===== src/rtl/apu_pkg.sv =====
// Shared constants and FSM state type for the APU channel register writers.
package apu_pkg;

  localparam logic [7:0]  SYNC_BYTE              = 8'hFF;
  localparam logic [7:0]  CHECKSUM_SALT          = 8'hA5;
  localparam logic [1:0]  REG_OFS_4000           = 2'd0;
  localparam logic [1:0]  REG_OFS_4001           = 2'd1;
  localparam logic [1:0]  REG_OFS_4002           = 2'd2;
  localparam logic [1:0]  REG_OFS_4003           = 2'd3;
  localparam logic [15:0] DEFAULT_TIMEOUT_CYCLES = 16'd50000;

  typedef enum logic [1:0] {
    IDLE  = 2'd0,
    DATA  = 2'd1,
    CHECK = 2'd2
  } apu_state_e;

endpackage


===== src/rtl/apu_frame_timeout.sv =====
// Saturating inter-byte timeout counter; expired is high while the count sits at TIMEOUT_CYCLES-1.
module apu_frame_timeout #(
  parameter int unsigned TIMEOUT_CYCLES = 50000
) (
  input  logic clk,
  input  logic rst_n,
  input  logic clear,
  input  logic enable,
  output logic expired
);

  localparam int CNT_W = (TIMEOUT_CYCLES > 1) ? $clog2(TIMEOUT_CYCLES) : 1;
  localparam logic [CNT_W-1:0] LIMIT = CNT_W'(TIMEOUT_CYCLES - 1);

  logic [CNT_W-1:0] cnt_q, cnt_d;

  // NOTE: every always_comb output gets a default first so no latch is inferred.
  always_comb begin
    cnt_d = cnt_q;
    if (clear)
      cnt_d = '0;
    else if (enable && (cnt_q != LIMIT))
      cnt_d = cnt_q + CNT_W'(1);
  end

  // NOTE: sequential state uses non-blocking assignments only.
  always_ff @(posedge clk) begin
    if (!rst_n) cnt_q <= '0;
    else        cnt_q <= cnt_d;
  end

  assign expired = (cnt_q == LIMIT);

endmodule


===== src/rtl/apu_pulse_reg_writer.sv =====
// Pulse-channel register writer: parses address/data byte frames into reg_4000..reg_4003.
// Define APU_FRAME_CHECKSUM_EN for three-byte frames with an XOR checksum.
module apu_pulse_reg_writer
  import apu_pkg::*;
#(
  parameter logic [7:0]  BASE_ADDR      = 8'h00,
  parameter logic [15:0] TIMEOUT_CYCLES = DEFAULT_TIMEOUT_CYCLES
) (
  input  logic       clk,
  input  logic       rst_n,
  input  logic       byte_valid,
  input  logic [7:0] byte_data,
  output logic [7:0] reg_4000,
  output logic [7:0] reg_4001,
  output logic [7:0] reg_4002,
  output logic [7:0] reg_4003,
  output logic       reg_event,
  output logic       frame_error
);

  apu_state_e       state_q, state_d;
  logic [7:0]       addr_q, addr_d;
  logic [3:0][7:0]  regs_q, regs_d;
  logic             event_q, event_d;
  logic             error_q, error_d;
  logic             commit;
  logic [7:0]       wr_data;
  logic             to_clear, to_enable, to_expired;
`ifdef APU_FRAME_CHECKSUM_EN
  logic [7:0]       stage_q, stage_d;
`endif

  // Any accepted byte restarts the inter-byte window; it only runs mid-frame.
  assign to_clear  = (state_q == IDLE) || byte_valid;
  assign to_enable = (state_q != IDLE) && !byte_valid;

  apu_frame_timeout #(
    .TIMEOUT_CYCLES (int'(TIMEOUT_CYCLES))
  ) u_timeout (
    .clk     (clk),
    .rst_n   (rst_n),
    .clear   (to_clear),
    .enable  (to_enable),
    .expired (to_expired)
  );

  always_comb begin
    state_d = state_q;
    addr_d  = addr_q;
    regs_d  = regs_q;
    event_d = 1'b0;
    error_d = 1'b0;
    commit  = 1'b0;
    wr_data = byte_data;
`ifdef APU_FRAME_CHECKSUM_EN
    stage_d = stage_q;
`endif
    case (state_q)
      IDLE: begin
        if (byte_valid && (byte_data != SYNC_BYTE)) begin
          if (byte_data[7]) begin
            error_d = 1'b1;
          end else begin
            addr_d  = byte_data;
            state_d = DATA;
          end
        end
      end
      DATA: begin
        if (byte_valid) begin
`ifdef APU_FRAME_CHECKSUM_EN
          stage_d = byte_data;
          state_d = CHECK;
`else
          commit  = 1'b1;
          state_d = IDLE;
`endif
        end else if (to_expired) begin
          error_d = 1'b1;
          state_d = IDLE;
        end
      end
`ifdef APU_FRAME_CHECKSUM_EN
      CHECK: begin
        if (byte_valid) begin
          state_d = IDLE;
          if (byte_data == (addr_q ^ stage_q ^ CHECKSUM_SALT)) begin
            commit  = 1'b1;
            wr_data = stage_q;
          end else begin
            error_d = 1'b1;
          end
        end else if (to_expired) begin
          error_d = 1'b1;
          state_d = IDLE;
        end
      end
`endif
      default: state_d = IDLE;
    endcase

    // Frames for other channels are consumed without effect.
    if (commit && (addr_q[7:2] == BASE_ADDR[7:2])) begin
      regs_d[addr_q[1:0]] = wr_data;
      event_d             = (addr_q[1:0] == REG_OFS_4003);
    end
  end

  // NOTE: the four registers are architectural state the pulse generator reads, so they are reset.
  always_ff @(posedge clk) begin
    if (!rst_n) begin
      state_q <= IDLE;
      addr_q  <= '0;
      regs_q  <= '0;
      event_q <= 1'b0;
      error_q <= 1'b0;
`ifdef APU_FRAME_CHECKSUM_EN
      stage_q <= '0;
`endif
    end else begin
      state_q <= state_d;
      addr_q  <= addr_d;
      regs_q  <= regs_d;
      event_q <= event_d;
      error_q <= error_d;
`ifdef APU_FRAME_CHECKSUM_EN
      stage_q <= stage_d;
`endif
    end
  end

  assign reg_4000    = regs_q[REG_OFS_4000];
  assign reg_4001    = regs_q[REG_OFS_4001];
  assign reg_4002    = regs_q[REG_OFS_4002];
  assign reg_4003    = regs_q[REG_OFS_4003];
  assign reg_event   = event_q;
  assign frame_error = error_q;

endmodule

===== config.mk =====
export PLATFORM = sky130hd
export DESIGN_NAME = apu_pulse_reg_writer
export DESIGN_NICKNAME = d
export VERILOG_FILES = /design/src/rtl/apu_pkg.sv /design/src/rtl/apu_frame_timeout.sv /design/src/rtl/apu_pulse_reg_writer.sv
export SDC_FILE = /design/constraint.sdc
export NUM_CORES = 1
export LEC_CHECK = 0
export ABC_AREA = 0
export CORE_MARGIN = 2
export CORE_UTILIZATION = 54
export CTS_CLUSTER_SIZE = 28
export DETAILED_ROUTE_END_ITERATION = 7
export PLACE_DENSITY_LB_ADDON = 0.3
export RECOVER_POWER = 50
export SLEW_MARGIN = 20
export SYNTH_ARGS = -nofsm -noshare
export SYNTH_HDL_FRONTEND = slang
export SYNTH_SLANG_ARGS = --single-unit

===== constraint.sdc =====
create_clock -name clk -period 3.1 [get_ports clk]
set_clock_uncertainty 0.15 [all_clocks]
set_input_delay 0.31 -clock clk [delete_from_list [all_inputs] [get_ports clk]]
set_output_delay 0.31 -clock clk [all_outputs]
set_load 0.01 [all_outputs]

After elaboration in Yosys (flattened, before gate mapping)

Index checks and enable logic that the tools add are counted.
W data, S select, Z words.

Register bits: 59
Logic and storage cells: 51

Add/sub/neg operators: 1
$lt $le $gt $ge: 2
Eq/ne operators: 8
Muxes and demuxes: 15
Bitwise logic cells: 2
Reduce and logical (&&, ||, !) cells: 14

Operators with widths:

| operator                | number |
|---|---|
| $bwmux W32              | 1 |
| $add A16 B1 Y16 const B | 1 |
| $demux W8 S2            | 1 |
| $eq A16 B16 Y1 const B  | 1 |
| $ne A16 B16 Y1 const B  | 1 |
| $mux W2                 | 4 |
| $mux W8                 | 1 |
| $ne A8 B8 Y1 const B    | 1 |
| $logic_not A6 Y1        | 1 |
| $mux W1                 | 6 |
| $reduce_and A3 Y1       | 2 |
| $logic_and A1 B1 Y1     | 5 |
| $pmux W2 S2             | 1 |
| $lt A2 B3 Y1 const B    | 1 |
| $ne A3 B3 Y1 const B    | 1 |
| $eq A2 B1 Y1 const B    | 1 |
| $eq A2 B2 Y1 const B    | 1 |
| $ge A2 B1 Y1 const B    | 1 |
| $logic_not A2 Y1        | 1 |
| $ne A2 B1 Y1 const B    | 1 |
| $ne A2 B2 Y1 const B    | 1 |
| $not A1 Y1              | 2 |
| $pmux W1 S2             | 1 |
| $reduce_and A2 Y1       | 1 |
| other kinds (4)         | 4 |

Logic depth before layout (Yosys ltp)

Depth after elaboration: 5
Mapped depth: 6
Depth with buffers taken out: 5

Modules after synthesis

A second synthesis with hierarchy kept.

Cell total of the unflattened synthesis: 247
Area, all modules: 2391.0 um^2

Modules (own cells, without submodules):

| module               | instances | cells each | area each (um^2) | sequential area each (um^2) |
|---|---|---|---|---|
| apu_pulse_reg_writer | 1         | 156        | 1602.8           | 840.8 |
| apu_frame_timeout    | 1         | 91         | 788.3            | 320.3 |

Least setup slack after synthesis

No wires, ideal clock.

Path kind: register to register
Start: reg state_q[0]
End: reg regs_q, in the netlist reg_4002[0]
Library setup time: 0.116 ns
Arrival: 1.638 ns
Required time: 2.834 ns
Path slack: 1.195 ns
Cell stages (with the launch flop): 6
Period minus slack after synthesis: 1.905 ns
Cells stage by stage: dfxtp_1 or4b_1 buf_6 nor3_4 mux2i_1 nor2b_1

Longest elaborated chain between the ends: 3

RTL lines:

| what                   | RTL line                    | source |
|---|---|---|
| from (decl)            | apu_pulse_reg_writer.sv:21  | `apu_state_e state_q, state_d;` |
| from (signal assigned) | apu_pulse_reg_writer.sv:121 | `state_q <= state_d;` |
| $eq A2 B1 Y1           | apu_pulse_reg_writer.sv:58  | `case (state_q)` |
| $mux W1                | apu_pulse_reg_writer.sv:58  |  |
| $logic_and A1 B1 Y1    | apu_pulse_reg_writer.sv:103 | `if (commit && (addr_q[7:2] == BASE_ADDR[7:2])) begin` |
| to (signal assigned)   | apu_pulse_reg_writer.sv:123 | `regs_q <= regs_d;` |
| to (decl)              | apu_pulse_reg_writer.sv:23  | `logic [3:0][7:0] regs_q, regs_d;` |

No other way between the ends.
A chain may end at the register's enable or synchronous reset.

Worst setup path in the final report

Start: in byte_valid
End: reg regs_q, in the netlist reg_4000[3]

Longest elaborated chain between the ends: 3

RTL lines:

| what                | RTL line                    | source |
|---|---|---|
| from (decl)         | apu_pulse_reg_writer.sv:11  | `input logic byte_valid,` |
| $mux W1             | apu_pulse_reg_writer.sv:70  | `if (byte_valid) begin` |
| $mux W1             | apu_pulse_reg_writer.sv:58  |  |
| $logic_and A1 B1 Y1 | apu_pulse_reg_writer.sv:103 |  |

No other way between the ends.

==> reports/results.ini <==
[yosys]
async_flop_share_pct=0
synthXorXnorAreaFrac_pct=1.79
synth-edff-count=0
synth_cell_types=37
synth-simple-area-share_pct=27.4
yosysTopAreaCell=dfxtp_1
avgSynthCellArea_um2=9.73
synth_ff_type=dfxtp_1
ys_seq_area_share_pct=47.3
synth_nets=264
yosys_register_bits=58
synth_top_cell_area_share_pct=47.3
netlist_instances=252
synth_compound_area_share_pct=7.86
synth_area_leaders=dfxtp_1, mux2i_1, nor2b_1, nand2_1, a21boi_0
yosys.area_share.adder_pct=0.510
syn_area_um2=2450
yosys_warnings=0
synth_mux_area_share_pct=12.7
synth_top_family_by_area=simple AND/OR/NAND/NOR gates

[grt]
grt_pass1_vias=1851
antenna_found_initial=0
grt_pass1_wl_um=8900
grt_start_max_net_pins=44
grt_usage_pct=23.1
gr-total-overflow=0

[routing]
drt_iter0_markers=168
viasPerCell=5.52
ant_nets=0
wirelength_um=5290
post-route-drc-count=0
dr.pass1.iters=4
routedWlPerCell_um=14.9
num_vias=1960

[clock_network]
cts_resized=0
clk_latency_ps=330
clk_pin_slew_ps=60
cts_hold_buf=0
clk_path_buf_depth=2
numCtsBuffers=9
cts_setup_buffers=0
cts_root_buffer=clkbuf_8
clock-sinks=58
h-tree-depth=3
cts_tree=built

[setup_path]
cpLargestDelayFamily=simple AND/OR/NAND/NOR gates
crit_chain=dlygate4sd3_1 -> or4b_1 -> nor3_4 -> mux2i_1 -> nor2b_1
crit_slowest_cell=dlygate4sd3_1
end_kind=flip-flop
cp.required_ps=3160
cp_num_buf_inv=1
crit_type=input pin to flip-flop
cp_max_fo=8
crit_arrival_ps=2370
start_kind=input pin
slowest_delay_ps=670

[power_and_ir_drop]
peakVddDrop_uv=308
power_density_nw_per_um2=456
leakage_nw=1.10

[die]
initial_utilization_pct=56.3
die_w_um=71.4
die_y_um=71.4
num_rows=24
die-area_um2=5100
coreArea_um2=4350
io_pins=45

[final_layout]
syn_to_final_growth_pct=25.6
nets=312
num_antenna_cells=0
stdcell_area_um2=3080
drive_above_1_share_pct=6.27
final_cells=355

[sta]
finalCritPeriodShare_pct=74.4
fin_crit_ps=2310
worstMarginPinSlew_ps=595
relSlewSlack_pct=60.0
fin_setup_tns_ps=0
hold_viol=0
slew_viol_final=0
setup_viol=0
max_freq_mhz=434
rsz0062_at_grt=false

[min_path]
min-delay-path-class=flip-flop to flip-flop

[placement]
io_buffer_count=44
place_inst=341
dpl-instance-area_um2=2930
gp_congestion=0.770
place.detailed.hpwl_um=3570

[run]
drv_cap=0

[status]
outcome=complete, no violations

cells in the mapped netlist, drive strengths merged, types with 2 or more instances:
cell / count
buf: 2
nor2: 15
a21oi: 10
dfxtp: 58
nand3: 8
or3: 5
nor4bb: 2
a21boi: 8
nor2b: 32
or4b: 2
nand2: 24
mux2i: 31
inv: 5
and2: 3
nand4: 4
a31o: 3
nor3: 7
o21ai: 4
xnor2: 5
nor4: 3
clkbuf: 7
a31oi: 2
flip-flops by register name, summed over array words and instances, names as in the netlist:
name             cells
addr_q               7
frame_error          1
reg_4000             8
reg_4001             8
reg_4002             8
reg_4003             8
reg_event            1
state_q              1
u_timeout.cnt_q     16
logic make-up (layout without fill, tap and decap cells):
| group | count (synthesis) | in the layout |
|---|---|---|
| DFF | 58 | 58 |
| and+or+nand+nor | 113 | 113 |
| muxes | 31 | 31 |
| buffers and inverters | 14 | 65 |
| adders and majority gates | 1 | 1 |
| xor gates and xnor gates | 5 | 5 |
| AOI/OAI and AO/OA | 30 | 30 |
per-stage QoR:
step                setup slack (ps)  power (mW)  utilization [%]  hold WS (ps)
detailed placement               529       0.861             67.3           310
finish                           794        1.41             70.7           310
CTS                              827        1.42             70.8           317
global placement                 589       0.860             67.3           302
floorplan                       1200       0.823                -           307
global route                     681        1.46             70.7           338
power by group:
group          internal (mW)  switching, mW  leakage, nW  total, mW
Clock                  0.304          0.258       0.0766      0.562
Sequential             0.755        0.00704        0.468      0.762
Combinational         0.0387         0.0431        0.557     0.0818
layout by cell type, fill, tap and decap left out, types with 2 or more instances in the layout:
| cell | netlist | routed |
|---|---|---|
| dlygate4sd3_1 | 0 | 35 |
| nor4bb_1 | 2 | 2 |
| nor4_1 | 2 | 2 |
| nand3_1 | 8 | 8 |
| nand2_1 | 24 | 24 |
| a21boi_0 | 8 | 8 |
| clkbuf_1 | 7 | 5 |
| inv_1 | 5 | 5 |
| a31oi_1 | 2 | 2 |
| nor3_1 | 4 | 4 |
| or3_1 | 5 | 5 |
| xnor2_1 | 5 | 5 |
| mux2i_1 | 31 | 31 |
| o21ai_0 | 4 | 4 |
| clkdlybuf4s50_1 | 0 | 9 |
| and2_1 | 3 | 3 |
| nor2b_1 | 32 | 32 |
| clkbuf_8 | 0 | 10 |
| or4b_1 | 2 | 2 |
| a21oi_1 | 10 | 10 |
| nand4_1 | 4 | 4 |
| dfxtp_1 | 58 | 58 |
| a31o_2 | 3 | 3 |
| nor2_1 | 15 | 15 |
| nor3_4 | 3 | 3 |
worst reg2reg max path, stage by stage (launching register included):
cell	delay [ps]
dfxtp_1	420
or4b_1	670
nor4_4	590
nand2_1	130
a21boi_0	220
worst paths after layout:
| check | slack [ps] | end | startpoint | cells past startpoint |
|---|---|---|---|---|
| setup / recovery | 790 | reg_4000[3]$_SDFFE_PN0P_ | byte_valid | 5 |
| hold / removal | 310 | reg_4003[4]$_SDFFE_PN0P_ | reg_4003[4]$_SDFFE_PN0P_ | 2 |
| setup reg to reg | 840 | reg_4003[7]$_SDFFE_PN0P_ | state_q[0]$_SDFFE_PN0P_ | 4 |
| hold reg to reg | 310 | reg_4003[4]$_SDFFE_PN0P_ | reg_4003[4]$_SDFFE_PN0P_ | 2 |
per-layer routing:
| metal | global-route usage [%] | part of all wire (%) | wire [um] | up-vias |
|---|---|---|---|---|
| li1 | - | - | - | 979 |
| met1 | 30.6 | 47 | 2490 | 908 |
| met2 | 34.1 | 45 | 2390 | 66 |
| met3 | 7.17 | 6.2 | 327 | 7 |
| met4 | 11.7 | 1.5 | 80 | 0 |
| met5 | 0 | 0 | 0 | - |
area by class of cell:
cell class	count	area [um2]
multi-input cells	180	1230
repair buffers	46	452
clock buffers	14	153
fillers	336	1270
well taps	52	65.1
inverters	5	18.8
flip-flops and latches	58	1160
Power figures use the tool's default switching activity.
==> RTL edit: new RTL, same flow settings <==
Remove the register `event_q`: a continuous assignment takes its place, so the output `reg_event` follows one clock earlier.
--- a/src/rtl/apu_pulse_reg_writer.sv
+++ b/src/rtl/apu_pulse_reg_writer.sv
@@ -112,7 +112,6 @@
       state_q <= IDLE;
       addr_q  <= '0;
       regs_q  <= '0;
-      event_q <= 1'b0;
       error_q <= 1'b0;
 `ifdef APU_FRAME_CHECKSUM_EN
       stage_q <= '0;
@@ -121,13 +120,14 @@
       state_q <= state_d;
       addr_q  <= addr_d;
       regs_q  <= regs_d;
-      event_q <= event_d;
       error_q <= error_d;
 `ifdef APU_FRAME_CHECKSUM_EN
       stage_q <= stage_d;
 `endif
     end
   end
+
+  assign event_q = event_d;
 
   assign reg_4000    = regs_q[REG_OFS_4000];
   assign reg_4001    = regs_q[REG_OFS_4001];
Function: changed (a bounded check fails within 4 cycles, from zero or initial values and one cycle with rst_n low).
==> RTL edit against the original RTL <==
Global-route usage down 1.3 points. Sequential power fell by 2%. Routed wire length decreased by 5.0%. Via count decreased by 5.5%. Non-clock buffer count rose by 2. Count of clock-buffer cells in the layout is 3 lower. Power is 7.3% higher. Cell area shrank 2.2%. Area after synthesis is 4.6% lower. First-iteration DRC count decreased by 35%. Critical path depth fell by 1. Worst setup slack lost 100 ps. Sequential cell count shrank 1. Critical path type is now in -> out. Highest routed layer unchanged.
==> RTL edit: results (changes against the original RTL) <==
[pwr]
leakagePower_nw = 1.252  ; +14%
p_sw_share_pct = 22.73  ; +0.81 points
ir_worst_vdd_v = 0.0004122  ; +34%
pwr-share-clk_pct = 45.5  ; +5.5 points

[placed_design]
gp_congestion = 0.8137  ; +5.6%
place_hpwl_um = 3489  ; -2.3%
dpl.cell_count = 329  ; -3.5%
portBuffers = 44  ; unchanged

[global_route]
grt_pass1_vias = 1772  ; -4.3%
grt_pass1_wl_um = 8355  ; -6.1%
grt_start_max_net_pins = 27  ; -39%
track_usage_pct = 21.84  ; -1.3 points

[route]
detail_route.first_pass.iterations = 4  ; unchanged
drt_iter0_markers = 109  ; -35%
viasPerCell = 5.371  ; -2.7%
vias = 1853  ; -5.5%
wl_um = 5023  ; -5.0%

[synth]
seq_area_frac_synth_pct = 48.80  ; +1.4 points
synth_nets = 253  ; -4.2%
synth_commonest_cells = 57 x dfxtp_1, 46 x nand2_1, 39 x mux2i_1
ys_top_cells_by_area = dfxtp_1 49%, mux2i_1 17%, nand2_1 7.4%
synth_cell_types = 38  ; +2.7%
syn_avg_cell_area_um2 = 9.703  ; -0.29%

[layout]
largest_register_ffs = 16  ; unchanged
final_layout_size_suffix_gt1_share_pct = 9.492  ; +3.2 points
fillers = 308  ; -8.3%
nNetsFinal = 302  ; -3.2%

[timing]
slew_headroom_pct = 23.14  ; -37 points

[status]
status = finished clean

[clocking]
root_buffer = clkbuf_8
cts_hold_buf = 0  ; unchanged
cts_buffers = 9  ; unchanged

[min_path]
hp-class = reg -> reg

[critical_path]
critPathArrivalTime_ps = 1950  ; -420 ps
cp_max_fo = 4  ; -4

[RTL edit: changes by cell type in the layout (fill, tap and decap cells not counted), moves of 4 or more]
cell / change
mux2i_1: +8
nor3_1: -4
nand2_1: +22
a21boi_0: -7
clkbuf_1: -4
nor2b_1: -23
nor2_1: -5
xor2_1: +5
[RTL edit: area by class of cell]
| type | instances | area [µm²] | share of cell area [%] |
|---|---|---|---|
| tap | 50 | 62.56 | 2.076 |
| clock buffer | 11 | 141.4 | 4.691 |
| multi-input combinational | 170 | 1129 | 37.44 |
| timing repair buffer | 48 | 470.5 | 15.61 |
| inverter | 4 | 15.01 | 0.4981 |
| clock inverter | 5 | 55.05 | 1.826 |
| sequential | 57 | 1141 | 37.86 |
[RTL edit: worst paths after layout]
kind	from	endpoint	slack, ps	depth (start not counted)
worst max-delay path	byte_valid	reg_event	690	4
worst min-delay path	reg_4002[2]$_SDFFE_PN0P_	reg_4002[2]$_SDFFE_PN0P_	310	2
worst min register to register	reg_4002[2]$_SDFFE_PN0P_	reg_4002[2]$_SDFFE_PN0P_	310	2
worst max register to register	addr_q[6]$_SDFFE_PN0P_	reg_4000[4]$_SDFFE_PN0P_	1060	4
[RTL edit: worst max-delay path, cell delays in order]
cell,delay (ps)
dlygate4sd3_1,590
nand2b_1,130
nor4_1,310
clkdlybuf4s50_1,600
[RTL edit: per-layer routing]
metal / wire length, µm / global-route usage, %
met5: 0 / 0
met1: 2383 / 27.75
met2: 2349 / 35.34
met4: 33 / 5.128
met3: 257 / 8.140
[RTL edit: power by group through the flow]
stage          combinational, mW  clock (mW)  sequential [mW]
5_1_grt                   0.0808       0.723            0.747
3_3_place_gp              0.0757           0            0.763
2_1_floorplan             0.0411           0            0.764
3_5_place_dp              0.0768           0            0.764
6_report                  0.0742       0.686            0.747
4_1_cts                   0.0769       0.690            0.747
[RTL edit: logic make-up after synthesis]
kind of cell / synth area share [%]
buffers and inverters: 2.568
AO/OA/AOI/OAI: 4.281
multiplexers: 16.69
AND/OR/NAND/NOR: 24.51
flip-flops: 48.80
XOR/XNOR: 2.622
adder cells (fa/ha/maj): 0.5350
[RTL edit: through the flow]
stage	util, %	hold slack, ps	setup slack (ps)	area [µm²]	power [mW]
after floorplan	-	306.0	1232	2338	0.8051
after global placement	69.17	294.9	724.1	2826	0.8390
after detailed placement	69.17	297.1	743.4	2826	0.8405
after CTS	73.97	311.8	722.9	3023	1.514
after global routing	73.76	329.8	577.1	3014	1.551
final	73.76	306.0	690.6	3014	1.508
